### config.mk
export PLATFORM = sky130hd
export DESIGN_NAME = prach_buffer_readout_rr_flat
export DESIGN_NICKNAME = d
export VERILOG_FILES = /design/src/rtl/prach_buffer_readout_rr_if.sv /design/src/rtl/prach_buffer_readout_rr.sv /design/src/flat_wrapper.sv
export SDC_FILE = /design/constraint.sdc
export NUM_CORES = 1
export LEC_CHECK = 0
export BUFFER_PORTS_ARGS = -buffer_cell sky130_fd_sc_hd__buf_4
export CAP_MARGIN = 10
export CORE_AREA = 2 2 352 354
export DETAILED_ROUTE_END_ITERATION = 7
export DIE_AREA = 0 0 354 356
export PLACE_DENSITY = 0.41
export SYNTH_ARGS = -nofsm -noshare
export SYNTH_HDL_FRONTEND = slang
export SYNTH_SLANG_ARGS = --single-unit
### constraint.sdc
create_clock -name clk -period 7.6 [get_ports clk]
set_clock_uncertainty 0.2 [all_clocks]
set_input_delay 0.38 -clock clk [delete_from_list [all_inputs] [get_ports clk]]
set_output_delay 0.38 -clock clk [all_outputs]
set_load 0.05 [all_outputs]
### src/rtl/prach_buffer_readout_rr_if.sv
// Output sample stream from the PRACH buffer readout to the FFT.
// master drives samples and tags; slave returns dout_ready.
interface prach_buffer_readout_rr_if #(
    parameter int DATA_W = 32,
    parameter int CH_W   = 5
);
    logic [DATA_W/2-1:0] dout_dr;
    logic [DATA_W/2-1:0] dout_di;
    logic                dout_dv;
    logic                dout_ready;
    logic [CH_W-1:0]     dout_ch;
    logic                sync_out;
    logic                last_out;

    modport master (
        output dout_dr, dout_di, dout_dv,
        output dout_ch, sync_out, last_out,
        input  dout_ready
    );

    modport slave (
        input  dout_dr, dout_di, dout_dv,
        input  dout_ch, sync_out, last_out,
        output dout_ready
    );
endinterface

### src/rtl/prach_buffer_readout_rr.sv
// PRACH buffer readout: grants one of NUM_CH "block complete" buffers,
// reads cfg_len samples (0 => 2**ADDR_W) and streams them to the FFT.
// Ports: clk, rst_n (sync, active-low), cfg_len, done_req/done_ack,
// rd_addr/rd_en/rd_data (buffer side), dout (stream master modport).
// Define PRACH_READOUT_RR_EN for round-robin; default is fixed priority.
module prach_buffer_readout_rr #(
    parameter  int NUM_CH = 24,
    parameter  int ADDR_W = 11,
    parameter  int DATA_W = 32,
    parameter  int RD_LAT = 2,
    localparam int CH_W   = $clog2(NUM_CH)
) (
    input  logic                     clk,
    input  logic                     rst_n,
    input  logic [ADDR_W-1:0]        cfg_len,
    input  logic [NUM_CH-1:0]        done_req,
    output logic [NUM_CH-1:0]        done_ack,
    output logic [ADDR_W-1:0]        rd_addr,
    output logic [NUM_CH-1:0]        rd_en,
    input  logic [NUM_CH*DATA_W-1:0] rd_data,
    prach_buffer_readout_rr_if.master dout
);
    localparam int DEPTH = RD_LAT + 2;
    localparam int IN_D  = DEPTH - 1;
    localparam int PTR_W = $clog2(IN_D);
    localparam int CNT_W = $clog2(DEPTH + 1);
    localparam int FL_W  = $clog2(RD_LAT + 1);
    localparam int E_W   = DATA_W + CH_W + 2;
    localparam logic [NUM_CH-1:0] ONE = NUM_CH'(1);
    localparam logic [PTR_W-1:0] PTR_LAST = PTR_W'(IN_D - 1);

    typedef enum logic [1:0] {IDLE, GRANT, READ, FLUSH} state_t;

    state_t            state;
    logic [CH_W-1:0]   idx_q;
    logic [CH_W-1:0]   win;
    logic [CH_W-1:0]   start;
    logic [ADDR_W-1:0] len_q;
    logic [FL_W-1:0]   fl_cnt;
    logic              issue;
    logic              is_last;

    logic [RD_LAT-1:0] pv;
    logic [1:0]        ptag [RD_LAT];
    logic [E_W-1:0]    mem  [IN_D];
    logic [PTR_W-1:0]  wp;
    logic [PTR_W-1:0]  rp;
    logic [CNT_W-1:0]  in_cnt;
    logic [CNT_W-1:0]  fifo_cnt;
    logic [CNT_W-1:0]  inflight;
    logic [E_W-1:0]    out_q;
    logic              dv_q;
    logic [DATA_W-1:0] rd_word;
    logic [E_W-1:0]    wentry;
    logic              push;
    logic              pop;
    logic              load;
    logic              from_mem;
    logic              bypass;
    logic              wr_mem;

    function automatic logic [PTR_W-1:0] nxt(input logic [PTR_W-1:0] p);
        return (p == PTR_LAST) ? '0 : p + 1'b1;
    endfunction

    // Search order starts at start and wraps around the channel list.
    always_comb begin
        int  j;
        logic found;
        win   = '0;
        found = 1'b0;
        j     = 0;
        for (int i = 0; i < NUM_CH; i++) begin
            j = int'(start) + i;
            if (j >= NUM_CH) j = j - NUM_CH;
            if (!found && done_req[j]) begin
                found = 1'b1;
                win   = CH_W'(j);
            end
        end
    end

`ifdef PRACH_READOUT_RR_EN
    logic [CH_W-1:0] rr_ptr;

    always_ff @(posedge clk) begin
        if (!rst_n) begin
            rr_ptr <= '0;
        end else if (state == IDLE && |done_req) begin
            rr_ptr <= (win == CH_W'(NUM_CH - 1)) ? '0 : win + 1'b1;
        end
    end

    assign start = rr_ptr;
`else
    assign start = '0;
`endif

    // Credit: every issued read already owns a FIFO slot.
    assign fifo_cnt = CNT_W'(dv_q) + in_cnt;
    assign inflight = CNT_W'($countones(pv));
    assign issue    = (state == READ) &&
                      ({1'b0, fifo_cnt} + {1'b0, inflight} <
                       (CNT_W + 1)'(DEPTH));
    assign is_last  = (rd_addr == len_q - 1'b1);
    assign rd_en    = issue ? (ONE << idx_q) : '0;

    always_ff @(posedge clk) begin
        if (!rst_n) begin
            state    <= IDLE;
            idx_q    <= '0;
            len_q    <= '0;
            fl_cnt   <= '0;
            done_ack <= '0;
            rd_addr  <= '0;
        end else begin
            unique case (state)
                IDLE: begin
                    if (|done_req) begin
                        state    <= GRANT;
                        idx_q    <= win;
                        len_q    <= cfg_len;
                        rd_addr  <= '0;
                        done_ack <= ONE << win;
                    end
                end
                GRANT: state <= READ;
                READ: begin
                    if (issue) begin
                        rd_addr <= rd_addr + 1'b1;
                        if (is_last) begin
                            state  <= FLUSH;
                            fl_cnt <= '0;
                        end
                    end
                end
                FLUSH: begin
                    if (fl_cnt == FL_W'(RD_LAT - 1)) begin
                        state    <= IDLE;
                        done_ack <= '0;
                    end else begin
                        fl_cnt <= fl_cnt + 1'b1;
                    end
                end
                default: state <= IDLE;
            endcase
        end
    end

    // The grant cannot change while reads are in flight, so idx_q
    // is still the source channel when the data lands.
    assign rd_word = rd_data[int'(idx_q)*DATA_W +: DATA_W];
    assign wentry  = {ptag[RD_LAT-1], idx_q, rd_word};
    assign push    = pv[RD_LAT-1];
    assign pop     = dv_q && dout.dout_ready;
    assign load    = !dv_q || pop;
    assign from_mem = load && (in_cnt != '0);
    assign bypass  = load && (in_cnt == '0) && push;
    assign wr_mem  = push && !bypass;

    always_ff @(posedge clk) begin
        if (wr_mem) mem[wp] <= wentry;
    end

    // out_q is the FIFO head; data written into an empty FIFO
    // goes straight to it for RD_LAT+1 latency.
    always_ff @(posedge clk) begin
        if (!rst_n) begin
            pv     <= '0;
            for (int k = 0; k < RD_LAT; k++) ptag[k] <= '0;
            wp     <= '0;
            rp     <= '0;
            in_cnt <= '0;
            out_q  <= '0;
            dv_q   <= 1'b0;
        end else begin
            pv[0]   <= issue;
            ptag[0] <= {is_last, rd_addr == '0};
            for (int k = 1; k < RD_LAT; k++) begin
                pv[k]   <= pv[k-1];
                ptag[k] <= ptag[k-1];
            end
            if (wr_mem) wp <= nxt(wp);
            if (from_mem) rp <= nxt(rp);
            in_cnt <= in_cnt + CNT_W'(wr_mem) - CNT_W'(from_mem);
            if (load) begin
                if (from_mem) begin
                    out_q <= mem[rp];
                    dv_q  <= 1'b1;
                end else if (push) begin
                    out_q <= wentry;
                    dv_q  <= 1'b1;
                end else begin
                    dv_q  <= 1'b0;
                end
            end
        end
    end

    assign dout.dout_dr  = out_q[DATA_W/2-1:0];
    assign dout.dout_di  = out_q[DATA_W-1:DATA_W/2];
    assign dout.dout_ch  = out_q[DATA_W +: CH_W];
    assign dout.sync_out = out_q[E_W-2];
    assign dout.last_out = out_q[E_W-1];
    assign dout.dout_dv  = dv_q;
endmodule

### src/flat_wrapper.sv
// flat-port wrapper written by rule: the top's interface ports become plain ports
module prach_buffer_readout_rr_flat 
#(
    parameter  int NUM_CH = 24,
    parameter  int ADDR_W = 11,
    parameter  int DATA_W = 32,
    parameter  int RD_LAT = 2,
    localparam int CH_W   = $clog2(NUM_CH)
)
  (clk, rst_n, cfg_len, done_req, done_ack, rd_addr, rd_en, rd_data, dout_dout_dr, dout_dout_di, dout_dout_dv, dout_dout_ch, dout_sync_out, dout_last_out, dout_dout_ready);
  prach_buffer_readout_rr_if #(.DATA_W(DATA_W), .CH_W((5))) dout_i ();
  input  logic clk;
  input  logic rst_n;
  input  logic [ADDR_W-1:0] cfg_len;
  input  logic [NUM_CH-1:0] done_req;
  output logic [NUM_CH-1:0] done_ack;
  output logic [ADDR_W-1:0] rd_addr;
  output logic [NUM_CH-1:0] rd_en;
  input  logic [NUM_CH*DATA_W-1:0] rd_data;
  output wire logic [$bits(dout_i.dout_dr)-1:0] dout_dout_dr;
  output wire logic [$bits(dout_i.dout_di)-1:0] dout_dout_di;
  output wire logic [$bits(dout_i.dout_dv)-1:0] dout_dout_dv;
  output wire logic [$bits(dout_i.dout_ch)-1:0] dout_dout_ch;
  output wire logic [$bits(dout_i.sync_out)-1:0] dout_sync_out;
  output wire logic [$bits(dout_i.last_out)-1:0] dout_last_out;
  input wire logic [$bits(dout_i.dout_ready)-1:0] dout_dout_ready;
  assign dout_dout_dr = dout_i.dout_dr;
  assign dout_dout_di = dout_i.dout_di;
  assign dout_dout_dv = dout_i.dout_dv;
  assign dout_dout_ch = dout_i.dout_ch;
  assign dout_sync_out = dout_i.sync_out;
  assign dout_last_out = dout_i.last_out;
  assign dout_i.dout_ready = dout_dout_ready;
  prach_buffer_readout_rr #(.NUM_CH(NUM_CH), .ADDR_W(ADDR_W), .DATA_W(DATA_W), .RD_LAT(RD_LAT)) u_core (.clk(clk), .rst_n(rst_n), .cfg_len(cfg_len), .done_req(done_req), .done_ack(done_ack), .rd_addr(rd_addr), .rd_en(rd_en), .rd_data(rd_data), .dout(dout_i));
endmodule
==> flow_metrics.py <==
metrics = {
    "status": {
        "status": "completed",
    },
    "worst_setup_path": {
        "worstSetupPathType": "reg2reg",
        "cp.buffers_inverters": 2,
        "slowest_delay_ps": 770,
        "cp-end-kind": "register",
        "cpMostUsedCell": "mux4_2",
        "crit_chain": "buf_12, buf_4, mux4_2, mux4_2, nand2b_1, o31ai_1, a221o_1",
        "critPathLaunchType": "register",
        "worstPathRequired_ps": 7900,
        "cpLargestDelayFamily": "buffers and inverters",
        "critPathSlowestCell": "dfxtp_4",
        "worstPathMaxFanout": 72,
        "worstPathArrival_ps": 4380,
    },
    "synth": {
        "synth_edf_count": 117,
        "synth-seq-area-share_pct": 34.7,
        "synth_top_area_share_pct": 21.3,
        "synth_area_leaders": "edfxtp_1 21%, mux4_2 17%, dfxtp_1 13%, mux2i_1 7.4%, mux2_2 4.8%",
        "netlist_instances": 1421,
        "ys_top_cells_by_count": "167 x nor2_1, 126 x mux4_2, 122 x mux2i_1",
        "synthDistinctLibCells": 79,
        "ys.flop_type": "edfxtp_1",
        "synth-seq-cells": 227,
        "synth_largest_area_cell": "edfxtp_1",
        "synth_area_sq_um": 16500,
        "yosysWarnings": 0,
        "syn-num-nets": 2241,
        "avgSynthCellArea_sq_um": 11.6,
        "async_flop_share_pct": 0,
        "yosysMostFrequentCell": "nor2_1",
    },
    "cts": {
        "insertion_delay_ps": 600,
        "cts.sinks": 227,
        "cts_root_buf": "clkbuf_16",
        "clk_pin_slew_worst_paths_ps": 60,
        "cts_tree": "done",
        "clock_path_buffers": 3,
        "cts_max_level": 1,
        "cts_resized": 0,
        "numCtsBuffers": 31,
    },
    "die": {
        "io_pins": 905,
        "initial_utilization_pct": 13.4,
        "num_rows": 129,
        "core_area_sq_um": 123000,
        "die_y_microns": 356,
        "die_w_microns": 354,
        "die_area_sq_um": 126000,
    },
    "sta": {
        "rsz0062_at_grt": "no",
        "relSlewSlack_pct": 19.1,
        "fmax_ghz": 0.245,
        "fin_tns_setup_ps": 0,
        "slew_viol_final": 0,
        "worst_pin_slew_ps": 1210,
        "post-route-min-period_ps": 4090,
        "hold_viol": 0,
        "setup_viol": 0,
        "period_share_pct": 53.8,
    },
    "drt": {
        "num_vias": 16400,
        "antenna_left": 0,
        "drt_wl_total_microns": 114000,
        "wire_per_inst_microns": 28.7,
        "drc_errors": 0,
        "first_pass_iters": 5,
        "viasPerCell": 4.14,
        "drt_iter0_drc": 1123,
    },
    "power": {
        "irDropWorstVdd_v": 0.000192,
        "p_leak_uw": 0.0102,
        "finalPower_uw": 7570,
        "power_density_nw_per_um2": 290,
    },
    "finish": {
        "nets": 3087,
        "fill_cells": 13500,
        "finish.utilization_pct": 21.3,
        "drive_above_1_share_pct": 53.9,
        "syn_to_final_growth_pct": 58.4,
    },
    "global_route": {
        "grt_use_total_pct": 17.3,
        "grt_pass1_wl_microns": 149000,
        "gr-total-overflow": 0,
        "grt_antenna_before_repair": 73,
        "grt_pass1_vias": 16400,
        "grt_max_degree": 117,
    },
    "run": {
        "maxCapViolCount": 0,
    },
    "placement": {
        "dp_hpwl_microns": 95000,
        "gp_congestion": 0.934,
        "io_buffers": 904,
    },
    "hold_path": {
        "min_path_type": "in2reg",
    },
}
==> kinds of logic after synthesis <==
| group | count (synthesis) | synth area share, % |
|---|---|---|
| xor+xnor | 26 | 1.38 |
| fa+ha+maj | 14 | 1.11 |
| simple gates | 324 | 9.32 |
| mux | 343 | 33.3 |
| flops | 227 | 34.7 |
| buf+inv | 153 | 5.26 |
| compound gates | 334 | 15.0 |
==> layout by cell type (no fill, tap or decap), types with 13 or more instances in the layout <==
master           n
ha_1            13
o32ai_2         14
o21bai_1        25
buf_4          924
nand2b_1        17
nor2_1         166
mux4_2         126
o21ai_0         41
clkbuf_16       32
nand2_1         53
mux2_2          71
a21oi_1        103
inv_1           24
dfxtp_1        103
mux2i_1        122
a221o_1         32
mux4_1          24
xor2_1          16
dlygate4sd3_1   13
edfxtp_1       117
o22ai_1         29
a32o_1          22
diode_2         28
nor3_1          14
==> routing by layer <==
layer	track usage [%]	wire (microns)	up-vias
met3	5.86	10200	158
met4	2.71	1670	32
li1	-	-	7371
met5	0	184	-
met1	22.0	48200	8043
met2	28.6	53200	760
==> final cells by class <==
class                           instances  area (sq um)  share of cell area, %
Multi-Input combinational cell       1041          9950                   38.1
Timing Repair Buffer                  941          7150                   27.4
Sequential cell                       227          5740                   22.0
Tap cell                             1637          2050                   7.84
Clock buffer                           41           855                   3.27
Clock inverter                         17           213                  0.815
Inverter                               25          93.8                  0.359
Antenna cell                           28          70.1                  0.268
==> path summary, 6_finish.rpt <==
kind                     start           endpoint  slack [ps]  cells past startpoint
min reg2reg  u_core.ptag[0][0]  u_core.ptag[0][2]         230                      1
max            u_core.idx_q[1]    u_core.out_q[5]        3510                      7
max reg2reg    u_core.idx_q[1]    u_core.out_q[5]        3510                      7
min               done_req[10]    u_core.idx_q[4]          70                      4
==> worst min-delay path, cell delays in order <==
cell and delay (ps):
buf_4 110, nor4_4 60, nand4_4 160, a211oi_1 100
==> state kept, by name, indices dropped and copies added (netlist names), named ones only <==
register and cells:
u_core.rp 2, u_core.idx_q 5, u_core.rd_addr 11, u_core.done_ack 24
u_core.out_q 39, u_core.dout.dout_dv 1, u_core.pv 2, u_core.len_q 11
u_core.fl_cnt 2, u_core.mem 117, u_core.wp 2, u_core.in_cnt 3
u_core.ptag 4, u_core.state 2
==> what timing repair did <==
action | in CTS | in global routing
setup buffers | 0 | 0
endpoints found under the setup margin | 0 | 0
hold buffers | 13 | 0
hold endpoints to repair | 22 | 0
==> where the power goes <==
part	leakage [uW]	switching [uW]	internal, uW
logic	0.00771	2460	1720
registers	0.00197	282	1570
clock network	0.000518	603	929
total	0.0102	3350	4220
==> stage by stage <==
stage | instances | worst slack (ps) | hold WS [ps] | instance area [sq um]
CTS | 3929 | 3530 | 1.54 | 26000
global route | 3932 | 3300 | 43.4 | 26100
global placement | 3858 | 3600 | 214 | 24800
detailed placement | 3858 | 3540 | 226 | 24800
finish | 3957 | 3510 | 65.3 | 26100
floorplan | 1421 | 2880 | 206 | 16500
(Power assumes the default switching activity.)
